$ cat config.mk
export PLATFORM = sky130hd
export DESIGN_NAME = running_mean_unit
export DESIGN_NICKNAME = d
export VERILOG_FILES = /design/src/rtl/running_mean_unit.sv
export SDC_FILE = /design/constraint.sdc
export NUM_CORES = 1
export LEC_CHECK = 0
export ABC_AREA = 1
export ABC_CLOCK_PERIOD_IN_PS = 3900
export CAP_MARGIN = 20
export CORE_ASPECT_RATIO = 1.4
export CORE_MARGIN = 4
export CORE_UTILIZATION = 50
export CTS_CLUSTER_DIAMETER = 200
export CTS_CLUSTER_SIZE = 14
export DETAILED_ROUTE_END_ITERATION = 8
export GPL_TIMING_DRIVEN = 1
export PLACE_DENSITY = 0.79
export REMOVE_ABC_BUFFERS = 1
export SETUP_SLACK_MARGIN = 0.5
export SYNTH_ARGS = -nofsm -noshare
export SYNTH_HDL_FRONTEND = slang
export SYNTH_SLANG_ARGS = --single-unit
$ cat constraint.sdc
create_clock -name clock -period 3.9 [get_ports clock]
set_clock_uncertainty 0.15 [all_clocks]
set_input_delay 0.78 -clock clock [delete_from_list [all_inputs] [get_ports clock]]
set_output_delay 0.78 -clock clock [all_outputs]
set_load 0.03 [all_outputs]
$ cat src/rtl/running_mean_unit.sv
// running_mean_unit: sliding-window mean of the last N accepted distances (RUNNING_MEAN_ROUND_EN selects round-half-up).
module running_mean_unit #(
  parameter int B = 32,
  parameter int N = 8,
  localparam int LOG2N = $clog2(N)
) (
  input  logic             clock,
  input  logic             reset,
  input  logic [B-1:0]     dist_in,
  input  logic             dist_valid,
  output logic             dist_ready,
  input  logic             flush,
  output logic [B-1:0]     running_mean,
  output logic             running_mean_valid,
  output logic [LOG2N:0]   sample_count
);
  typedef enum logic [1:0] {EMPTY, FILLING, FULL} state_t;
  state_t state;
  logic [B-1:0] window [N];
  logic [LOG2N-1:0] wr_ptr;
  logic [B+LOG2N-1:0] sum, sum_next, dist_ext, old_ext;
  logic [B-1:0] mean_next;
  logic accept;
  assign dist_ready = !flush && !reset;
  assign accept = dist_valid && dist_ready;
  assign dist_ext = {{LOG2N{1'b0}}, dist_in};
  // the oldest sample only leaves the sum once the window is full
  assign old_ext = state == FULL ? {{LOG2N{1'b0}}, window[wr_ptr]} : '0;
  assign sum_next = sum + dist_ext - old_ext;
`ifdef RUNNING_MEAN_ROUND_EN
  localparam logic [B+LOG2N:0] HALF = (B+LOG2N+1)'(N >> 1);
  logic [B+LOG2N:0] rounded;
  logic [B:0] quot;
  assign rounded = {1'b0, sum_next} + HALF;
  assign quot = rounded[B+LOG2N:LOG2N];
  assign mean_next = quot[B] ? '1 : quot[B-1:0];
`else
  assign mean_next = sum_next[B+LOG2N-1:LOG2N];
`endif
  always_ff @(posedge clock) begin
    if (reset || flush) begin
      state <= EMPTY;
      sum <= '0;
      wr_ptr <= '0;
      sample_count <= '0;
      running_mean <= '0;
      running_mean_valid <= 1'b0;
    end else if (accept) begin
      window[wr_ptr] <= dist_in;
      wr_ptr <= wr_ptr + 1'b1;
      sum <= sum_next;
      running_mean <= mean_next;
      if (state != FULL) begin
        sample_count <= sample_count + 1'b1;
        state <= sample_count == (LOG2N+1)'(N-1) ? FULL : FILLING;
        running_mean_valid <= sample_count == (LOG2N+1)'(N-1);
      end
    end
  end
endmodule
==> impl_metrics.env, run 1 <==
export IMPL_layout_min_cycle_time_ps=3470
export IMPL_place_area_mm2=0.0166
export IMPL_io_pins=74
export IMPL_num_vias=11700
export IMPL_wl_met3_um=2930
export IMPL_syn_mean_instance_area_um2=9.66
export IMPL_cts_sinks=303
export IMPL_met1_length_um=15400
export IMPL_place_ws_ps=-50.5
export IMPL_hpwl_um=25200
export IMPL_dieArea_mm2=0.0335
export IMPL_met2RoutedLength_um=21500
export IMPL_grt_max_degree=65
export IMPL_tritoncts="built"
export IMPL_setup_viol=0
export IMPL_ys_seq_area_frac=0.565
export IMPL_topRoutingLayerUsed="met4"
export IMPL_core_area_mm2=0.0300
export IMPL_die_w_um=156
export IMPL_postRouteAntennaNets=0
export IMPL_synthCells=1582
export IMPL_clock_path_buffers=3
export IMPL_via_per_inst=5.67
export IMPL_cts_root_buf="clkbuf_16"
export IMPL_num_rows=75
export IMPL_tightest_slew_ps=454
export IMPL_worstHoldPathType="register to register"
export IMPL_grtUsageTotal=0.228
export IMPL_wl_per_cell_um=20.3
export IMPL_run_status="finished clean"
export IMPL_drt_pass1_iterations=5
export IMPL_ys_ff_latch=303
export IMPL_htreeDepth=1
export IMPL_numPortBuffers=73
export IMPL_syn2layout_area_growth_pct=19.6
export IMPL_initial_core_util=0.509
export IMPL_clk_pin_slew_worst_paths_ps=70
export IMPL_setup_tns_ps=0
export IMPL_rsz0062_at_grt="yes"
export IMPL_worst_r2r_setup_slack_ps=430
export IMPL_ys_warnings_count=0
export IMPL_grt_antenna_before_repair=0
export IMPL_required_ps=4190
export IMPL_drc=0
export IMPL_hold_buffers=0
export IMPL_hold_start="sum[0]"
export IMPL_synth_area_mm2=0.0153
export IMPL_drive_gt1_frac=0.147
export IMPL_worstSetupStartpointType="register"
export IMPL_insertion_delay_ps=550
export IMPL_critical_path_class="register to register"
export IMPL_ir_worst_vdd_v=0.000288
export IMPL_whs_path_depth=2
export IMPL_grt_pass1_vias=11600
export IMPL_cts_made_buffers=25
export IMPL_diodes=0
export IMPL_finalCritPeriodShare=0.890
export IMPL_grt_pass1_wl_um=60500
export IMPL_fmax_mhz=288
export IMPL_utilization=0.609
export IMPL_wl_um=41900
export IMPL_final_area_mm2=0.0183
export IMPL_maxSlewHeadroom=0.697
export IMPL_hold_end="sum[0]"
export IMPL_drt_iter0_drc=904
export IMPL_layout_cells_non_filler=2068
export IMPL_slew_violations=0
export IMPL_layout_nets=1770
export IMPL_worstPathArrival_ps=3760
export IMPL_crit_path_max_fanout=16
export IMPL_dp_cells=2002
export IMPL_p_leak_nw=7.07
export IMPL_place_congestion=0.949
export IMPL_fin_ws_ps=427
export IMPL_yosysUniqueCellTypes=44
export IMPL_grt_overflow=0
export IMPL_reg2reg_to="running_mean[20]"
export IMPL_p_per_area_mw_per_mm2=406
export IMPL_hold_viol=0
export IMPL_r2r_cells=19
export IMPL_cp_end_kind="register"
export IMPL_drv_cap=0
export IMPL_fp_dieH_um=215
[how the worst max path moves through the flow]
stage | start | to | cells past startpoint | slack (ps)
after detailed placement | dist_in[16] | running_mean[22] | 15 | -50
after floorplan | register | running_mean[27] | 20 | -2370
after global placement | dist_in[16] | running_mean[22] | 15 | -20
after CTS | register | running_mean[22] | 20 | 440
after global routing | register | running_mean[19] | 21 | 270
final | register | running_mean[20] | 19 | 430
[worst max-delay path, stage by stage (launching register included)]
cell,delay [ps]
dfxtp_4,440
buf_4,190
clkbuf_16,200
o21ai_1,80
o22ai_1,150
o21ai_1,100
a31oi_1,200
fa_1,440
inv_1,70
ha_2,310
a21oi_2,200
o21ai_1,120
a21oi_1,180
nand2_2,120
nand2_1,120
nand2_1,60
nand2_1,60
nand3_1,60
nand2_1,70
inv_1,40
[metal layers]
layer,up-vias,global-route usage
met5,-,0
met3,139,0.0248
li1,5419,-
met4,0,0.103
met2,528,0.408
met1,5640,0.274
[cells by family after synthesis]
group                    share of synthesized area
adder cells (fa/ha/maj)                     0.0722
buffers and inverters                       0.0934
AND/OR/NAND/NOR                              0.142
XOR/XNOR                                   0.00974
flip-flops                                   0.565
AO/OA/AOI/OAI                                0.118
[sequential cells by signal (all words and copies together), names as in the netlist, named ones only]
| register | flops |
|---|---|
| state | 1 |
| running_mean_valid | 1 |
| sample_count | 4 |
| wr_ptr | 3 |
| window | 256 |
| running_mean | 32 |
| sum | 3 |
[cell usage in the layout (no fill, tap or decap), types with 29 or more instances in the layout]
cell and instances:
edfxtp_1 256, dfxtp_1 44, fa_1 31, nand2_1 165, a21oi_1 34, o21ai_1 41, a31oi_1 29, nand3_1 54
nand2_2 33, clkbuf_16 33, nor2_1 230, inv_1 229, buf_4 47, o21ai_0 154, clkdlybuf4s50_1 72, o22ai_1 32
[repair_timing]
item                       CTS  global route
setup endpoints to repair   23            27
gates resized for setup     60           101
cloned                       2            10
buffers inserted             1             8
pin swaps                    0            16
[power by group]
part           switching [mW]  internal (mW)  leakage (nW)  total [mW]
combinational           0.929          0.589          4.04        1.52
clock                    1.11           1.21         0.335        2.31
sequential             0.0368           3.55          2.69        3.58
total                    2.07           5.34          7.07        7.41
[cell type report]
class                      instances  area (um^2)
clock buffer                      44          697
clock inverter                     1         6.26
fill                            2351        11700
inverter                         238          918
multi-input combinational        949         5830
sequential                       303         8640
tap                              385          482
timing repair buffer             148         1710
[stage by stage]
stage	hold slack, ps	power (mW)
after floorplan	293	4.45
after global placement	307	4.87
after detailed placement	330	4.88
after CTS	339	7.26
after global routing	368	7.69
final	335	7.41
[synthesized netlist by cell type (all sizes together)]
| cell | count | area share |
|---|---|---|
| nand2 | 200 | 0.051 |
| xor2 | 3 | 0.0017 |
| nand3b | 1 | 0.00049 |
| dlygate4sd1 | 1 | 0.00057 |
| clkinv | 1 | 0.00025 |
| nor4 | 1 | 0.00082 |
| dfxtp | 47 | 0.062 |
| inv | 237 | 0.059 |
| edfxtp | 256 | 0.50 |
| fa | 32 | 0.042 |
| buf | 54 | 0.024 |
| o22ai | 32 | 0.013 |
| a211oi | 3 | 0.0015 |
| clkbuf | 37 | 0.0098 |
| and2 | 1 | 0.00041 |
| o211ai | 2 | 0.00098 |
| o221ai | 2 | 0.0011 |
| xnor2 | 14 | 0.0080 |
| o21bai | 3 | 0.0015 |
| or2 | 2 | 0.00082 |
| a31oi | 31 | 0.013 |
| nor2 | 259 | 0.066 |
| nand3 | 58 | 0.020 |
| nor3 | 5 | 0.0016 |
| o31ai | 1 | 0.00049 |
| ha | 37 | 0.030 |
| o21ai | 199 | 0.065 |
| a21oi | 62 | 0.021 |
| nand4 | 1 | 0.00041 |
Power figures use the tool's default switching activity.
==> run 2: changes to the inputs <==
CELL_PAD_IN_SITES_DETAIL_PLACEMENT = 2   (was unset)
CELL_PAD_IN_SITES_GLOBAL_PLACEMENT = 2   (was unset)
CORE_UTILIZATION = 39   (was 50)
PLACE_DENSITY = unset   (was 0.79)
PLACE_DENSITY_LB_ADDON = 0.1   (was unset)
==> run 2 against run 1 <==
Effect of this change: hold slack improved by 13 ps; sequential cell count did not move; critical path type unchanged; via count rose by 4.5%; sequential power barely moved; wire length rose by 38%; register-to-register slack got worse by 250 ps; total power rose by 7.5%; fmax fell by 6.7%; largest cell class unchanged; clock-buffer cell count did not move; final cell count rose by 9.4%.
==> impl_metrics.env, run 2 (synthesized netlist as in run 1, its figures left out) <==
export IMPL_grt_pass1_vias=13600
export IMPL_grtUsageTotal=0.247
export IMPL_ir_worst_vdd_v=0.000373
export IMPL_setup_viol=0
export IMPL_clk_pin_slew_worst_paths_ps=70
export IMPL_cts_root_buf="clkbuf_16"
export IMPL_critical_path_class="register to register"
export IMPL_hold_ws_ps=348
export IMPL_wl_per_cell_um=25.5
export IMPL_worstSetupStartpointType="register"
export IMPL_fmax_mhz=269
export IMPL_postRouteAntennaNets=0
export IMPL_finalCritPeriodShare=0.955
export IMPL_worstPathArrival_ps=4040
export IMPL_drc=0
export IMPL_crit_path_max_fanout=7
export IMPL_cp_end_kind="register"
export IMPL_drive_gt1_frac=0.248
export IMPL_cts_made_buffers=25
export IMPL_worstHoldPathType="register to register"
export IMPL_drt_iter0_drc=566
export IMPL_diodes=0
export IMPL_drv_cap=0
export IMPL_run_status="finished clean"
export IMPL_slew_violations=0
export IMPL_via_per_inst=5.41
export IMPL_grt_overflow=0
export IMPL_p_leak_nw=7.51
export IMPL_fp_dieH_um=242
export IMPL_cp_slowest_cell="fa_1"
export IMPL_rsz0062_at_grt="yes"
export IMPL_insertion_delay_ps=550
export IMPL_tightest_slew_ps=528
export IMPL_grt_antenna_before_repair=1
export IMPL_layout_nets=1828
export IMPL_largest_register_ff_count=256
export IMPL_path_common_cell="o21ai_1"
export IMPL_grt_max_degree=44
export IMPL_p_per_area_mw_per_mm2=404
export IMPL_syn2layout_area_growth_pct=29.1
export IMPL_max_stage_delay_ps=500
export IMPL_numPortBuffers=73
export IMPL_hold_viol=0
export IMPL_top_regs="window x256, running_mean x32, sample_count x4"
export IMPL_clock_path_buffers=3
export IMPL_required_ps=4220
export IMPL_maxSlewHeadroom=0.647
export IMPL_layout_commonest_cell="edfxtp_1"
export IMPL_io_pins=74
export IMPL_tritoncts="built"
export IMPL_layout_common_cells="edfxtp_1 (256), nor2_1 (219), inv_1 (202), o21ai_0 (126), nand2_1 (123)"
export IMPL_path_cells="buf_12 > clkbuf_16 > o21ai_0 > o22ai_1 > o21ai_1 > a31oi_2 > fa_1 > inv_2 > ha_4 > a21oi_4 > nand2_1 > a21oi_1 > nand2_2 > buf_4 > xnor2_1 > o21ai_1"
export IMPL_num_rows=85
export IMPL_die_w_um=175
export IMPL_dieArea_mm2=0.0425
export IMPL_initial_core_util=0.396
export IMPL_place_congestion=0.859
export IMPL_drt_pass1_iterations=5
export IMPL_num_vias=12300
export IMPL_wl_um=57700
export IMPL_layout_min_cycle_time_ps=3720
export IMPL_utilization=0.511
export IMPL_core_area_mm2=0.0386
export IMPL_htreeDepth=1
export IMPL_final_area_mm2=0.0197
export IMPL_hpwl_um=34100
export IMPL_cts_sinks=303
export IMPL_regMostFlops="window"
export IMPL_grt_pass1_wl_um=80900
export IMPL_place_area_mm2=0.0171
run 2: worst max-delay path: cells and delay by family (launching register included):
| family | cells | cell delay, ps |
|---|---|---|
| AOI/OAI and AO/OA | 7 | 1280 |
| adders and majority gates | 2 | 730 |
| buffers and inverters | 4 | 650 |
| DFF | 1 | 440 |
| and+or+nand+nor | 2 | 280 |
| xor gates and xnor gates | 1 | 110 |
run 2: report_power, final:
part | internal [mW] | switching, mW | leakage [nW]
Sequential | 3.55 | 0.0374 | 2.69
Combinational | 0.803 | 1.20 | 4.49
Clock | 1.21 | 1.18 | 0.331
run 2: cell type report:
type                       count  area (um^2)
fill                        3928        18900
sequential                   303         8630
multi-input combinational    949         6520
timing repair buffer         206         2300
inverter                     238          918
clock buffer                  44          697
tap                          522          653
clock inverter                 1         7.51
run 2: per-layer routing:
layer | vias up | global-route usage | share of wire | wire (um)
li1 | 5531 | - | - | -
met1 | 6383 | 0.294 | 0.40 | 23100
met2 | 247 | 0.474 | 0.54 | 31200
met3 | 88 | 0.0270 | 0.034 | 1980
met4 | 2 | 0.0580 | 0.024 | 1400
met5 | - | 0 | 0.00023 | 13
run 2: per-stage QoR:
| step | power [mW] | instances | setup slack (ps) | setup TNS, ps |
|---|---|---|---|---|
| floorplan | 4.45 | 1490 | -2370 | -131940 |
| detailed placement | 5.04 | 2175 | -105 | -766 |
| global placement | 4.99 | 2175 | 17.2 | 0 |
| finish | 7.97 | 2263 | 177 | 0 |
| CTS | 7.69 | 2243 | 316 | 0 |
| global route | 8.27 | 2263 | -16.1 | -16.1 |
run 2: timing repair:
| item | CTS | global route |
|---|---|---|
| gates cloned | 6 | 6 |
| pin swaps | 55 | 95 |
| setup endpoints to repair | 29 | 30 |
| setup buffers | 17 | 14 |
| gates resized for setup | 181 | 197 |
| hold buffers | 0 | 0 |
run 2: worst paths after layout:
check        startpoint                to  slack [ps]  cells past startpoint
max            register  running_mean[12]         180                     16
min            state[0]          state[0]         350                      2
max reg2reg    register  running_mean[12]         180                     16
min reg2reg    state[0]          state[0]         350                      2
==> run 3: changes to the inputs <==
SETUP_SLACK_MARGIN = 0.2   (was 0.5)
==> run 3 against run 2 <==
Effect of this change: wire length is 3.9% lower; setup slack lost 19 ps; critical endpoint is now running_mean[31]; highest routed layer is now met4; final cell count decreased by 0.97%.
==> impl_metrics.env, run 3 (synthesized netlist as in run 1, its figures left out) <==
export IMPL_regMostFlops="window"
export IMPL_drt_pass1_iterations=5
export IMPL_tritoncts="built"
export IMPL_setup_tns_ps=0
export IMPL_worstSetupStartpointType="register"
export IMPL_hold_buffers=0
export IMPL_syn2layout_area_growth_pct=25.7
export IMPL_utilization=0.498
export IMPL_finalCritPeriodShare=0.959
export IMPL_slew_violations=0
export IMPL_grt_pass1_vias=13100
export IMPL_maxSlewHeadroom=0.668
export IMPL_p_per_area_mw_per_mm2=404
export IMPL_clk_pin_slew_worst_paths_ps=80
export IMPL_postRouteAntennaNets=0
export IMPL_tightest_slew_ps=497
export IMPL_rsz0062_at_grt="yes"
export IMPL_dieArea_mm2=0.0425
export IMPL_worstHoldPathType="register to register"
export IMPL_grt_pass1_wl_um=77200
export IMPL_fp_dieH_um=242
export IMPL_cts_root_buf="clkbuf_16"
export IMPL_register_area_mm2=0.00863
export IMPL_core_area_mm2=0.0386
export IMPL_multi_input_area_mm2=0.00629
export IMPL_ir_worst_vdd_v=0.000380
export IMPL_grt_max_degree=44
export IMPL_largest_register_ff_count=256
export IMPL_insertion_delay_ps=550
export IMPL_hpwl_um=34100
export IMPL_clock_path_buffers=3
export IMPL_via_per_inst=5.39
export IMPL_worstPathArrival_ps=4040
export IMPL_crit_path_max_fanout=11
export IMPL_drive_gt1_frac=0.213
export IMPL_diodes=0
export IMPL_num_vias=12100
export IMPL_place_congestion=0.859
export IMPL_numPortBuffers=73
export IMPL_layout_min_cycle_time_ps=3740
export IMPL_num_rows=85
export IMPL_cp_end_kind="register"
export IMPL_layout_common_cells="edfxtp_1 (256), nor2_1 (224), inv_1 (215), o21ai_0 (136), nand2_1 (132)"
export IMPL_drc=0
export IMPL_die_w_um=175
export IMPL_initial_core_util=0.396
export IMPL_top_regs="window x256, running_mean x32, sample_count x4"
export IMPL_htreeDepth=1
export IMPL_run_status="finished clean"
export IMPL_cts_made_buffers=25
export IMPL_grt_antenna_before_repair=0
export IMPL_layout_commonest_cell="edfxtp_1"
export IMPL_required_ps=4200
export IMPL_io_pins=74
export IMPL_grt_overflow=0
export IMPL_r2r_cells=20
export IMPL_fmax_mhz=267
export IMPL_critical_path_class="register to register"
export IMPL_p_leak_nw=7.34
export IMPL_hold_viol=0
export IMPL_cts_sinks=303
export IMPL_wl_per_cell_um=24.7
export IMPL_nFillCells=3953
export IMPL_wl_um=55500
export IMPL_total_power_mw=7.76
export IMPL_whs_path_depth=2
export IMPL_setup_viol=0
export IMPL_drv_cap=0
export IMPL_drt_iter0_drc=652
export IMPL_grtUsageTotal=0.234
export IMPL_layout_nets=1806
run 3: cell count changes in the layout (fill, tap and decap cells not counted), sizes merged:
cell / delta
buf: -24
clkbuf: +2
run 3: report_power, final:
group          switching, mW  internal [mW]  leakage (nW)  total [mW]
clock network           1.18           1.21         0.331        2.39
registers             0.0377           3.55          2.69        3.58
logic                   1.09          0.705          4.32        1.80
run 3: worst max-delay path, stage by stage, from the launching register on:
cell and delay (ps):
dfxtp_4 440, buf_12 180, buf_12 140, buf_16 140
nor2_1 60, nor2_1 120, o21ai_0 130, a31oi_1 380
fa_1 510, inv_1 140, ha_4 240, a21oi_4 170
o21ai_1 130, a21oi_1 170, nand2_2 120, nand2_1 100
nand2_1 60, nand2_1 60, nand3_1 80, nand2_1 70
inv_1 40
run 3: path summary, 6_finish.rpt:
path                  from  slack (ps)                to
hold / removal    state[0]         350          state[0]
hold reg to reg   state[0]         350          state[0]
setup reg to reg  register         160  running_mean[31]
setup / recovery  register         160  running_mean[31]
run 3: layout make-up:
type | count | share of cell area
flip-flops and latches | 303 | 0.449
clock inverters | 1 | 0.000391
clock buffers | 44 | 0.0363
inverters | 238 | 0.0475
well taps | 522 | 0.0340
multi-input cells | 949 | 0.327
repair buffers | 184 | 0.105
run 3: metal layers:
| layer | GRT usage | wire length [um] | share of wire | vias to the layer above |
|---|---|---|---|---|
| li1 | - | - | - | 5483 |
| met1 | 0.282 | 22200 | 0.40 | 6246 |
| met2 | 0.446 | 30000 | 0.54 | 254 |
| met3 | 0.0239 | 1860 | 0.033 | 88 |
| met4 | 0.0525 | 1410 | 0.025 | 0 |
| met5 | 0 | 0 | 0 | - |
run 3: repair_timing:
item                       in CTS  in global routing
buffers inserted                4                  8
setup endpoints to repair      23                 25
pin swaps                       3                 85
gates cloned                    1                  8
gates resized for setup        23                283
run 3: per-stage QoR:
step	instance area (um^2)	hold WS, ps	instances	setup slack [ps]
after floorplan	14800	293	1490	-2370
after global placement	17100	306	2175	17.2
after detailed placement	17100	341	2175	-105
after CTS	17900	352	2225	179
after global routing	19200	371	2241	30.7
final	19200	346	2241	158
